==> config.mk <==
export PLATFORM = sky130hd
export DESIGN_NAME = mem_wb_pipe
export DESIGN_NICKNAME = d
export VERILOG_FILES = /design/src/rtl/core_pkg.sv /design/src/rtl/load_align_ext.sv /design/src/rtl/mem_wb_pipe.sv
export SDC_FILE = /design/constraint.sdc
export NUM_CORES = 1
export LEC_CHECK = 0
export ABC_AREA = 1
export BUFFER_PORTS_ARGS = -buffer_cell sky130_fd_sc_hd__buf_2
export CORE_UTILIZATION = 54
export CTS_CLUSTER_SIZE = 24
export DETAILED_ROUTE_END_ITERATION = 8
export GPL_TIMING_DRIVEN = 0
export PLACE_DENSITY = 0.87
export SKIP_LAST_GASP = 1
export SYNTH_ARGS = -nofsm -noshare
export SYNTH_HDL_FRONTEND = slang
export SYNTH_SLANG_ARGS = --single-unit
==> constraint.sdc <==
create_clock -name clk -period 3.9 [get_ports clk]
set_clock_uncertainty 0.1 [all_clocks]
set_input_delay 0.975 -clock clk [delete_from_list [all_inputs] [get_ports clk]]
set_output_delay 0.975 -clock clk [all_outputs]
set_load 0.02 [all_outputs]
==> src/rtl/core_pkg.sv <==
// Shared types for the MEM/WB pipeline register.
//   load_type_e : 3-bit load encodings carried down from decode
//   mwb_state_e : MEM/WB response-wait FSM states
//   wb_ctrl_t   : control half of the WB bundle; BUBBLE is its cleared value
package core_pkg;

  typedef enum logic [2:0] {
    LdNone = 3'b000,
    LdB    = 3'b001,
    LdH    = 3'b010,
    LdW    = 3'b011,
    LdBu   = 3'b100,
    LdHu   = 3'b101,
    LdWu   = 3'b110,
    LdD    = 3'b111
  } load_type_e;

  typedef enum logic [1:0] {
    IDLE    = 2'd0,
    WAIT    = 2'd1,
    DISCARD = 2'd2
  } mwb_state_e;

  typedef struct packed {
    logic valid;
    logic wb_en;
    logic misalign;
  } wb_ctrl_t;

  localparam wb_ctrl_t BUBBLE = '{valid: 1'b0, wb_en: 1'b0, misalign: 1'b0};

endpackage

==> src/rtl/load_align_ext.sv <==
// Combinational load aligner / extender.
//   is_load  : load type (core_pkg::load_type_e encoding)
//   off      : byte offset of the load address within the XLEN word
//   rdata    : naturally aligned data-memory read word
//   data     : shifted and sign/zero-extended result, 0 when misaligned
//   misalign : access is not naturally aligned (or LD on a 32-bit core)
module load_align_ext
  import core_pkg::*;
#(
  parameter int unsigned XLEN = 32,
  localparam int unsigned OFF_W = $clog2(XLEN / 8)
) (
  input  logic [2:0]       is_load,
  input  logic [OFF_W-1:0] off,
  input  logic [XLEN-1:0]  rdata,
  output logic [XLEN-1:0]  data,
  output logic             misalign
);

  logic [XLEN-1:0] raw;
  logic [2:0]      off3;

  assign raw  = rdata >> {off, 3'b000};
  assign off3 = 3'(off);

  always_comb begin
    data     = '0;
    misalign = 1'b0;
    unique case (load_type_e'(is_load))
      LdNone: data = '0;
      LdB:    data = XLEN'($signed(raw[7:0]));
      LdBu:   data = XLEN'(raw[7:0]);
      LdH: begin
        misalign = off3[0];
        data     = XLEN'($signed(raw[15:0]));
      end
      LdHu: begin
        misalign = off3[0];
        data     = XLEN'(raw[15:0]);
      end
      LdW: begin
        misalign = (off3[1:0] != 2'b00);
        data     = XLEN'($signed(raw[31:0]));
      end
      LdWu: begin
        misalign = (off3[1:0] != 2'b00);
        // On a 32-bit core LWU is not a distinct op and acts as LW.
        if (XLEN == 32) data = XLEN'($signed(raw[31:0]));
        else            data = XLEN'(raw[31:0]);
      end
      LdD: begin
        if (XLEN == 64) begin
          misalign = (off3 != 3'b000);
          data     = raw;
        end else begin
          misalign = 1'b1;
        end
      end
      default: data = '0;
    endcase
    if (misalign) data = '0;
  end

endmodule

==> src/rtl/mem_wb_pipe.sv <==
// MEM/WB pipeline register with load alignment and variable-latency memory wait.
//   clk, rst                 : clock, async active-high reset
//   valid_mem .. alu_out_mem : MEM-stage instruction bundle
//   dm_rsp_valid, dm_rdata   : data-memory read response
//   stall_i, flush_i         : hazard-unit freeze / squash
//   mem_stall_o              : combinational freeze request for IF..MEM
//   valid_wb .. misalign_wb  : registered WB bundle (wb_data_wb is also the forwarding source)
module mem_wb_pipe
  import core_pkg::*;
#(
  parameter int unsigned XLEN   = 32,
  parameter int unsigned REG_AW = 5,
  localparam int unsigned OFF_W = $clog2(XLEN / 8)
) (
  input  logic              clk,
  input  logic              rst,
  input  logic              valid_mem,
  input  logic              wb_en_mem,
  input  logic [2:0]        is_load_mem,
  input  logic [REG_AW-1:0] rd_addr_mem,
  input  logic [XLEN-1:0]   alu_out_mem,
  input  logic              dm_rsp_valid,
  input  logic [XLEN-1:0]   dm_rdata,
  input  logic              stall_i,
  input  logic              flush_i,
  output logic              mem_stall_o,
  output logic              valid_wb,
  output logic              wb_en_wb,
  output logic [REG_AW-1:0] rd_addr_wb,
  output logic [XLEN-1:0]   wb_data_wb,
  output logic              misalign_wb
);

  mwb_state_e        state_q, state_d;
  wb_ctrl_t          ctrl_q, ctrl_d, cap_ctrl;
  logic [REG_AW-1:0] rd_q, rd_d, cap_rd;
  logic [XLEN-1:0]   data_q, data_d, cap_data;
  logic [XLEN-1:0]   al_data;
  logic              al_mis;
  logic              load_op;
  logic              upd;
  logic              stall_req;

  load_align_ext #(
    .XLEN(XLEN)
  ) u_align (
    .is_load (is_load_mem),
    .off     (alu_out_mem[OFF_W-1:0]),
    .rdata   (dm_rdata),
    .data    (al_data),
    .misalign(al_mis)
  );

  assign load_op = (is_load_mem != LdNone);

  // What the WB registers take when the MEM-stage instruction completes.
  always_comb begin
    cap_ctrl.valid    = valid_mem;
    cap_ctrl.misalign = valid_mem & load_op & al_mis;
    cap_ctrl.wb_en    = valid_mem & wb_en_mem & (rd_addr_mem != '0) & ~(load_op & al_mis);
    cap_rd            = valid_mem ? rd_addr_mem : '0;
    if (!valid_mem)   cap_data = '0;
    else if (load_op) cap_data = al_data;
    else              cap_data = alu_out_mem;
  end

  always_comb begin
    state_d   = state_q;
    upd       = 1'b1;
    ctrl_d    = BUBBLE;
    rd_d      = '0;
    data_d    = '0;
    stall_req = 1'b0;
    unique case (state_q)
      IDLE: begin
        if (flush_i) begin
          state_d = IDLE;
        end else if (stall_i) begin
          upd = 1'b0;
        end else if (valid_mem && load_op && !dm_rsp_valid) begin
          stall_req = 1'b1;
          state_d   = WAIT;
        end else begin
          ctrl_d = cap_ctrl;
          rd_d   = cap_rd;
          data_d = cap_data;
        end
      end
      WAIT: begin
        stall_req = ~dm_rsp_valid;
        if (flush_i) begin
          // A response arriving with the flush is simply dropped; nothing left in flight.
          state_d = dm_rsp_valid ? IDLE : DISCARD;
        end else if (dm_rsp_valid) begin
          ctrl_d  = cap_ctrl;
          rd_d    = cap_rd;
          data_d  = cap_data;
          state_d = IDLE;
        end
      end
      DISCARD: begin
        // Hold upstream through the orphan response so it cannot be taken
        // as the reply to a younger load.
        stall_req = 1'b1;
        if (dm_rsp_valid) state_d = IDLE;
      end
      default: state_d = IDLE;
    endcase
  end

  assign mem_stall_o = stall_req & ~rst;

  always_ff @(posedge clk or posedge rst) begin
    if (rst) begin
      state_q <= IDLE;
      ctrl_q  <= BUBBLE;
      rd_q    <= '0;
      data_q  <= '0;
    end else begin
      state_q <= state_d;
      if (upd) begin
        ctrl_q <= ctrl_d;
        rd_q   <= rd_d;
        data_q <= data_d;
      end
    end
  end

  assign valid_wb    = ctrl_q.valid;
  assign wb_en_wb    = ctrl_q.wb_en;
  assign misalign_wb = ctrl_q.misalign;
  assign rd_addr_wb  = rd_q;
  assign wb_data_wb  = data_q;

endmodule

==> insert_results.sql, run 1 <==
INSERT INTO impl_metrics (metric_group, metric, value, unit) VALUES
('die', 'io_pins', '120', ''),
('drt', 'routed-via-count', '3830', ''),
('sta', 'worst_slew_margin_rel', '41.8', '%'),
('pwr', 'power.static_leakage', '2.60', 'nW'),
('yosys', 'syn-num-nets', '626', ''),
('final_layout', 'mostFrequentLayoutCell', 'sky130_fd_sc_hd__nand2_1', ''),
('drt', 'drt_pass1_iterations', '5', ''),
('yosys', 'synth_area_per_cell', '5.78', 'um^2'),
('final_layout', 'final_layout_size_suffix_gt1_share', '23.7', '%'),
('drt', 'remaining_drc_errors', '0', ''),
('worst_setup_path', 'crit_path_max_incr_delay', '180', 'ps'),
('sta', 'period_minus_slack', '3020', 'ps'),
('sta', 'maxSlewViolCount', '0', ''),
('final_layout', 'finish.utilization', '70.3', '%'),
('clocking', 'cts.repair.resized', '0', ''),
('worst_setup_path', 'worst_setup_path_end_kind', 'output pin', ''),
('clocking', 'cts.sink_count', '42', ''),
('die', 'core_area', '5570', 'um^2'),
('worst_hold_path', 'min_path_type', 'flop to flop', ''),
('clocking', 'cts_root_buf', 'sky130_fd_sc_hd__clkbuf_8', ''),
('sta', 'timing_worst_slew_pin_value', '872', 'ps'),
('final_layout', 'insertedDiodeCount', '0', ''),
('clocking', 'hold_buffers', '0', ''),
('grt', 'first_global_vias', '3836', ''),
('die', 'die_x', '78.5', 'um'),
('worst_setup_path', 'worstSetupStartpointType', 'primary input', ''),
('worst_setup_path', 'timing_worst_setup_path_type', 'primary input to output pin', ''),
('grt', 'grt_pass1_wl', '16200', 'um'),
('placement', 'hpwl', '7660', 'um'),
('drt', 'ant_nets', '0', ''),
('sta', 'finalHoldViolations', '0', ''),
('sta', 'setup_violations', '0', ''),
('final_layout', 'layout.cells.most_common_list', 'sky130_fd_sc_hd__nand2_1 (340), sky130_fd_sc_hd__buf_2 (127), sky130_fd_sc_hd__nand3_1 (49)', ''),
('drt', 'vias_per_cell', '5.15', ''),
('sta', 'max_freq', '331', 'MHz'),
('pwr', 'p_per_area', '262', 'nW/um^2'),
('sta', 'rsz_0062_raised_after_global_routing', 'false', ''),
('pwr', 'ir_drop', '0.000236', 'V'),
('yosys', 'syn-cell-area', '3160', 'um^2'),
('worst_setup_path', 'critical-path-top-delay-family', 'buffers and inverters', ''),
('placement', 'numPortBuffers', '117', ''),
('clocking', 'clk-insertion-delay-late', '290', 'ps'),
('run', 'maxCapViolations', '0', ''),
('yosys', 'synthCells', '547', ''),
('final_layout', 'area_growth', '23.9', '%'),
('die', 'die_area', '6170', 'um^2'),
('final_layout', 'fin_nets', '750', ''),
('drt', 'total_length_of_routed_wires', '9600', 'um'),
('grt', 'grt-ovfl-total', '0', ''),
('yosys', 'synth_seq_cells', '42', ''),
('grt', 'grt_antenna_before_repair', '0', ''),
('clocking', 'cts_setup_buffers', '0', ''),
('clocking', 'htree_num_levels', '2', ''),
('die', 'core.rowCount', '27', ''),
('worst_setup_path', 'worst_ep_arrival_time', '1950', 'ps'),
('worst_setup_path', 'cp_max_fo', '6', ''),
('worst_setup_path', 'timing.critical_path.slowest_stage_cell', 'sky130_fd_sc_hd__buf_2', ''),
('yosys', 'yosysUniqueCellTypes', '22', ''),
('die', 'start_util', '56.7', '%'),
('worst_setup_path', 'critical_path.cell_chain', 'buf_2 > inv_2 > nand3_2 > nand3_1 > inv_1 > nand3_1 > a31oi_1 > buf_2', ''),
('run_status', 'status', 'finished, final reports clean', ''),
('clocking', 'tritoncts', 'yes', ''),
('sta', 'fin_crit_sh', '77.5', '%'),
('yosys', 'yosysSeqAreaShare', '33.2', '%'),
('drt', 'initial_detailed_routing_violation_count', '234', ''),
('worst_setup_path', 'worst_r2r_startpoint', 'state_q[0]', ''),
('worst_setup_path', 'timing.critical_path.buf_inv', '4', ''),
('clocking', 'cts.reportedPaths.clkPinSlew', '80', 'ps'),
('die', 'die-height', '78.5', 'um'),
('worst_setup_path', 'worst_setup_path_startpoint', 'is_load_mem[0]', ''),
('sta', 'fin_setup_tns', '0', 'ps'),
('grt', 'largest_net_degree_at_the_start_of_global_routing', '43', ''),
('clocking', 'cts_made_buffers', '5', ''),
('worst_setup_path', 'worstPathRequired', '2820', 'ps'),
('grt', 'globalRouteTotalUtil', '33.2', '%'),
('clocking', 'ctsLongestPathBuffers', '2', ''),
('placement', 'gp_congestion', '1.04', ''),
('drt', 'wl_per_cell', '12.9', 'um'),
('worst_hold_path', 'worst_hold_startpoint', 'wb_data_wb[28]', ''),
('yosys', 'synth_warnings', '0', '');
-- power by group --
group          leakage [nW]  switching [W]  internal (W)  total [W]
sequential            0.582     0.00000784      0.000448   0.000455
combinational          1.97       0.000196      0.000106   0.000302
clock                0.0438       0.000148      0.000120   0.000268
total                  2.60       0.000352      0.000674    0.00103
-- cell usage after synthesis --
cell / n / share of area [%]
sky130_fd_sc_hd__a21oi_1: 3 / 0.47
sky130_fd_sc_hd__a31oi_1: 1 / 0.20
sky130_fd_sc_hd__and2_1: 1 / 0.20
sky130_fd_sc_hd__buf_1: 3 / 0.36
sky130_fd_sc_hd__buf_2: 10 / 1.6
sky130_fd_sc_hd__buf_6: 6 / 2.1
sky130_fd_sc_hd__clkbuf_1: 10 / 1.2
sky130_fd_sc_hd__dfrtp_1: 42 / 33
sky130_fd_sc_hd__inv_1: 26 / 3.1
sky130_fd_sc_hd__inv_2: 7 / 0.83
sky130_fd_sc_hd__nand2_1: 340 / 40
sky130_fd_sc_hd__nand2_2: 4 / 0.79
sky130_fd_sc_hd__nand3_1: 49 / 7.8
sky130_fd_sc_hd__nand3_2: 4 / 1.3
sky130_fd_sc_hd__nand4_1: 1 / 0.20
sky130_fd_sc_hd__nor2_1: 16 / 1.9
sky130_fd_sc_hd__nor2_2: 1 / 0.20
sky130_fd_sc_hd__nor2_8: 1 / 0.63
sky130_fd_sc_hd__nor3_1: 7 / 1.1
sky130_fd_sc_hd__nor3_2: 1 / 0.32
sky130_fd_sc_hd__o21ai_0: 12 / 1.9
sky130_fd_sc_hd__o21ai_1: 2 / 0.32
-- tightest hold or removal path: stages, from the launching register on --
cell,delay (ps)
sky130_fd_sc_hd__dfrtp_1,340
sky130_fd_sc_hd__nand2_1,50
sky130_fd_sc_hd__nand2_1,50
-- cell type report --
class | instances | area, um^2
fillers | 542 | 1660
well taps | 72 | 90.1
clock inverters | 2 | 10.0
repair buffers | 117 | 586
plain buffers | 29 | 166
multi-input cells | 443 | 1820
clock buffers | 5 | 68.8
flip-flops and latches | 42 | 1050
inverters | 33 | 124
-- routing by layer --
| layer | share of wire [%] | vias to the layer above | routed length, um | global-route usage [%] |
|---|---|---|---|---|
| met4 | 2.2 | 0 | 216 | 12.8 |
| met5 | 0 | - | 0 | 0 |
| li1 | - | 1923 | - | - |
| met1 | 43 | 1736 | 4160 | 41.0 |
| met2 | 48 | 151 | 4610 | 57.8 |
| met3 | 6.3 | 20 | 609 | 4.88 |
-- registers in the layout (all words and copies together) (netlist names) --
name / flops
state_q: 2
valid_wb: 1
misalign_wb: 1
wb_data_wb: 32
rd_addr_wb: 5
wb_en_wb: 1
-- cells by family after synthesis --
group	synth area share, %
compound gates	2.89
flops	33.2
buf+inv	9.18
simple gates	54.7
-- metrics by stage --
| stage | hold slack (ps) | area, um^2 | worst slack [ps] | total power (W) | std cells |
|---|---|---|---|---|---|
| final | 381 | 3920 | 876 | 0.00103 | 743 |
| after global routing | 400 | 3920 | 818 | 0.00108 | 743 |
| after CTS | 381 | 3920 | 876 | 0.00103 | 743 |
| after detailed placement | 360 | 3840 | 877 | 0.000762 | 736 |
| after global placement | 357 | 3840 | 948 | 0.000755 | 736 |
| after floorplan | 448 | 3160 | 1040 | 0.000655 | 547 |
-- worst paths after layout --
kind                                  end  cells past startpoint  slack, ps
max                           mem_stall_o                      8        880
min                        wb_data_wb[28]                      2        380
max reg2reg                 wb_data_wb[4]                      9       2150
min reg2reg                wb_data_wb[28]                      2        380
max in group asynchronous  wb_data_wb[19]                      2       2380
min in group asynchronous      state_q[1]                      2        770
No activity file was read; power rests on OpenSTA's default activity.
==> run 2: changes to the inputs <==
- CORE_UTILIZATION: 54 -> 50
- PLACE_DENSITY: 0.87 -> 0.81
- clock period: 3.9 -> 2.95 ns (I/O delays scaled with it)
==> run 2 against run 1 <==
Global-route usage decreased by 3.4 points. Total power increased by 41%. Combinational power rose by 32%. Cell count grew 0.54%. Worst setup slack worse by 450 ps. Critical endpoint unchanged. Register-to-register slack got worse by 920 ps. Clock-buffer cell count increased by 2. First-iteration DRC count down 31%. Critical path depth is the same. Sequential share of layout area is 0.21 points lower. Cell area is 0.80% higher. Clock power rose by 67%.
==> insert_results.sql, run 2 (synthesis results as in run 1) <==
INSERT INTO impl_metrics (metric_group, metric, value, unit) VALUES
('worst_setup_path', 'worst_setup_path_end_kind', 'output pin', ''),
('placement', 'dpl_worst_slack', '426', 'ps'),
('final_layout', 'largest_register_ffs', '32', ''),
('drt', 'vias_per_cell', '5.11', ''),
('worst_setup_path', 'worstPathRequired', '2110', 'ps'),
('placement', 'hpwl', '7500', 'um'),
('drt', 'ant_nets', '0', ''),
('drt', 'drt_pass1_iterations', '6', ''),
('placement', 'placedInstanceArea', '3840', 'um^2'),
('run', 'maxCapViolations', '0', ''),
('pwr', 'p_per_area', '367', 'nW/um^2'),
('clocking', 'hold_buffers', '0', ''),
('final_layout', 'mostFrequentLayoutCell', 'sky130_fd_sc_hd__nand2_1', ''),
('sta', 'timing.hold.ws', '377', 'ps'),
('sta', 'worst_slew_margin_rel', '41.8', '%'),
('final_layout', 'final.fill_count', '625', ''),
('pwr', 'share_seq_of_total_power', '41.5', '%'),
('pwr', 'power.static_leakage', '2.60', 'nW'),
('pwr', 'ir_drop', '0.000256', 'V'),
('worst_setup_path', 'worst_ep_arrival_time', '1680', 'ps'),
('sta', 'rsz_0062_raised_after_global_routing', 'false', ''),
('die', 'core_area', '6030', 'um^2'),
('pwr', 'netSwitchingFraction', '32.0', '%'),
('grt', 'grt_pass1_wl', '15200', 'um'),
('clocking', 'htree_num_levels', '2', ''),
('clocking', 'tritoncts', 'yes', ''),
('grt', 'largest_net_degree_at_the_start_of_global_routing', '43', ''),
('sta', 'timing_worst_slew_pin_value', '872', 'ps'),
('final_layout', 'layout.cell_area.non_filler', '3950', 'um^2'),
('grt', 'grt-ovfl-total', '0', ''),
('clocking', 'cts.reportedPaths.clkPinSlew', '80', 'ps'),
('final_layout', 'layout.cells.most_common_list', 'sky130_fd_sc_hd__nand2_1 (340), sky130_fd_sc_hd__buf_2 (127), sky130_fd_sc_hd__nand3_1 (49)', ''),
('final_layout', 'fin_nets', '750', ''),
('placement', 'numPortBuffers', '117', ''),
('drt', 'remaining_drc_errors', '0', ''),
('die', 'core.rowCount', '28', ''),
('worst_setup_path', 'worstSetupStartpointType', 'primary input', ''),
('drt', 'wl_per_cell', '12.7', 'um'),
('sta', 'fin_setup_tns', '0', 'ps'),
('final_layout', 'area_growth', '24.8', '%'),
('clocking', 'clk-insertion-delay-late', '290', 'ps'),
('clocking', 'cts_setup_buffers', '0', ''),
('clocking', 'cts.sink_count', '42', ''),
('clocking', 'cts_root_buf', 'sky130_fd_sc_hd__clkbuf_8', ''),
('final_layout', 'insertedDiodeCount', '0', ''),
('run_status', 'status', 'finished, final reports clean', ''),
('drt', 'initial_detailed_routing_violation_count', '161', ''),
('placement', 'gp_congestion', '0.970', ''),
('worst_setup_path', 'cp_max_fo', '6', ''),
('die', 'die_x', '81.5', 'um'),
('drt', 'total_length_of_routed_wires', '9480', 'um'),
('pwr', 'net-switching-power', '0.000464', 'W'),
('worst_hold_path', 'min_path_type', 'flop to flop', ''),
('pwr', 'cellInternalPower', '0.000985', 'W'),
('clocking', 'cts.repair.resized', '0', ''),
('die', 'die-height', '81.5', 'um'),
('clocking', 'ctsLongestPathBuffers', '2', ''),
('die', 'start_util', '52.5', '%'),
('grt', 'grt_antenna_before_repair', '0', ''),
('grt', 'globalRouteTotalUtil', '29.7', '%'),
('worst_setup_path', 'timing_worst_setup_path_type', 'primary input to output pin', ''),
('die', 'io_pins', '120', ''),
('die', 'die_area', '6650', 'um^2'),
('grt', 'first_global_vias', '3453', ''),
('sta', 'finalHoldViolations', '0', ''),
('sta', 'fin_crit_sh', '85.5', '%'),
('clocking', 'cts_made_buffers', '5', ''),
('final_layout', 'final_layout_size_suffix_gt1_share', '23.5', '%'),
('pwr', 'pwr-share-clk', '30.9', '%'),
('sta', 'period_minus_slack', '2520', 'ps'),
('sta', 'maxSlewViolCount', '0', ''),
('drt', 'routed-via-count', '3814', ''),
('pwr', 'combinationalPowerShare', '27.6', '%'),
('sta', 'worst_slack', '428', 'ps'),
('sta', 'max_freq', '396', 'MHz'),
('sta', 'setup_violations', '0', '');
run 2: changes by cell type in the layout (fill, tap and decap cells not counted):
cell	delta
sky130_fd_sc_hd__clkbuf_1	+2
sky130_fd_sc_hd__clkinv_2	-2
sky130_fd_sc_hd__bufinv_16	+1
run 2: critical path: stages:
cell and delay (ps):
sky130_fd_sc_hd__buf_2 150, sky130_fd_sc_hd__inv_2 60, sky130_fd_sc_hd__nand3_2 150, sky130_fd_sc_hd__nand3_1 110
sky130_fd_sc_hd__inv_1 90, sky130_fd_sc_hd__nand3_1 70, sky130_fd_sc_hd__a31oi_1 120, sky130_fd_sc_hd__buf_2 180
run 2: worst paths after layout:
path / to / depth (start not counted) / startpoint / slack [ps]
hold reg to reg: valid_wb / 2 / valid_wb / 380
min in group asynchronous: state_q[1] / 2 / rst / 530
setup reg to reg: wb_data_wb[8] / 10 / state_q[0] / 1230
hold / removal: valid_wb / 2 / valid_wb / 380
max in group asynchronous: wb_data_wb[3] / 2 / rst / 1670
setup / recovery: mem_stall_o / 8 / is_load_mem[1] / 430
run 2: stage by stage:
stage,util (%),cells,power (W)
2_1_floorplan,-,547,0.000866
3_3_place_gp,63.8,739,0.00100
3_5_place_dp,63.8,739,0.00101
4_1_cts,65.5,747,0.00145
5_1_grt,65.5,747,0.00153
6_report,65.5,747,0.00145
run 2: layout make-up:
| type | count | area [um^2] | area share, % |
|---|---|---|---|
| sequential | 42 | 1050 | 26.6 |
| multi-input combinational | 443 | 1820 | 46.1 |
| timing repair buffer | 117 | 586 | 14.8 |
| tap | 75 | 93.8 | 2.38 |
| inverter | 33 | 124 | 3.14 |
| clock inverter | 1 | 30.0 | 0.760 |
| clock buffer | 7 | 76.3 | 1.93 |
| buffer | 29 | 166 | 4.21 |
run 2: power by group through the flow:
stage / clock [W] / combinational, W / sequential, W
2_1_floorplan: 0 / 0.000236 / 0.000630
3_3_place_gp: 0 / 0.000390 / 0.000612
3_5_place_dp: 0 / 0.000396 / 0.000613
4_1_cts: 0.000452 / 0.000398 / 0.000601
5_1_grt: 0.000474 / 0.000449 / 0.000604
6_report: 0.000448 / 0.000399 / 0.000601
run 2: metal layers:
metal / share of wire (%) / up-vias / track usage (%)
met1: 45 / 1734 / 38.1
li1: - / 1924 / -
met2: 48 / 143 / 52.4
met4: 1.2 / 0 / 6.61
met5: 0 / - / 0
met3: 6.2 / 13 / 4.44
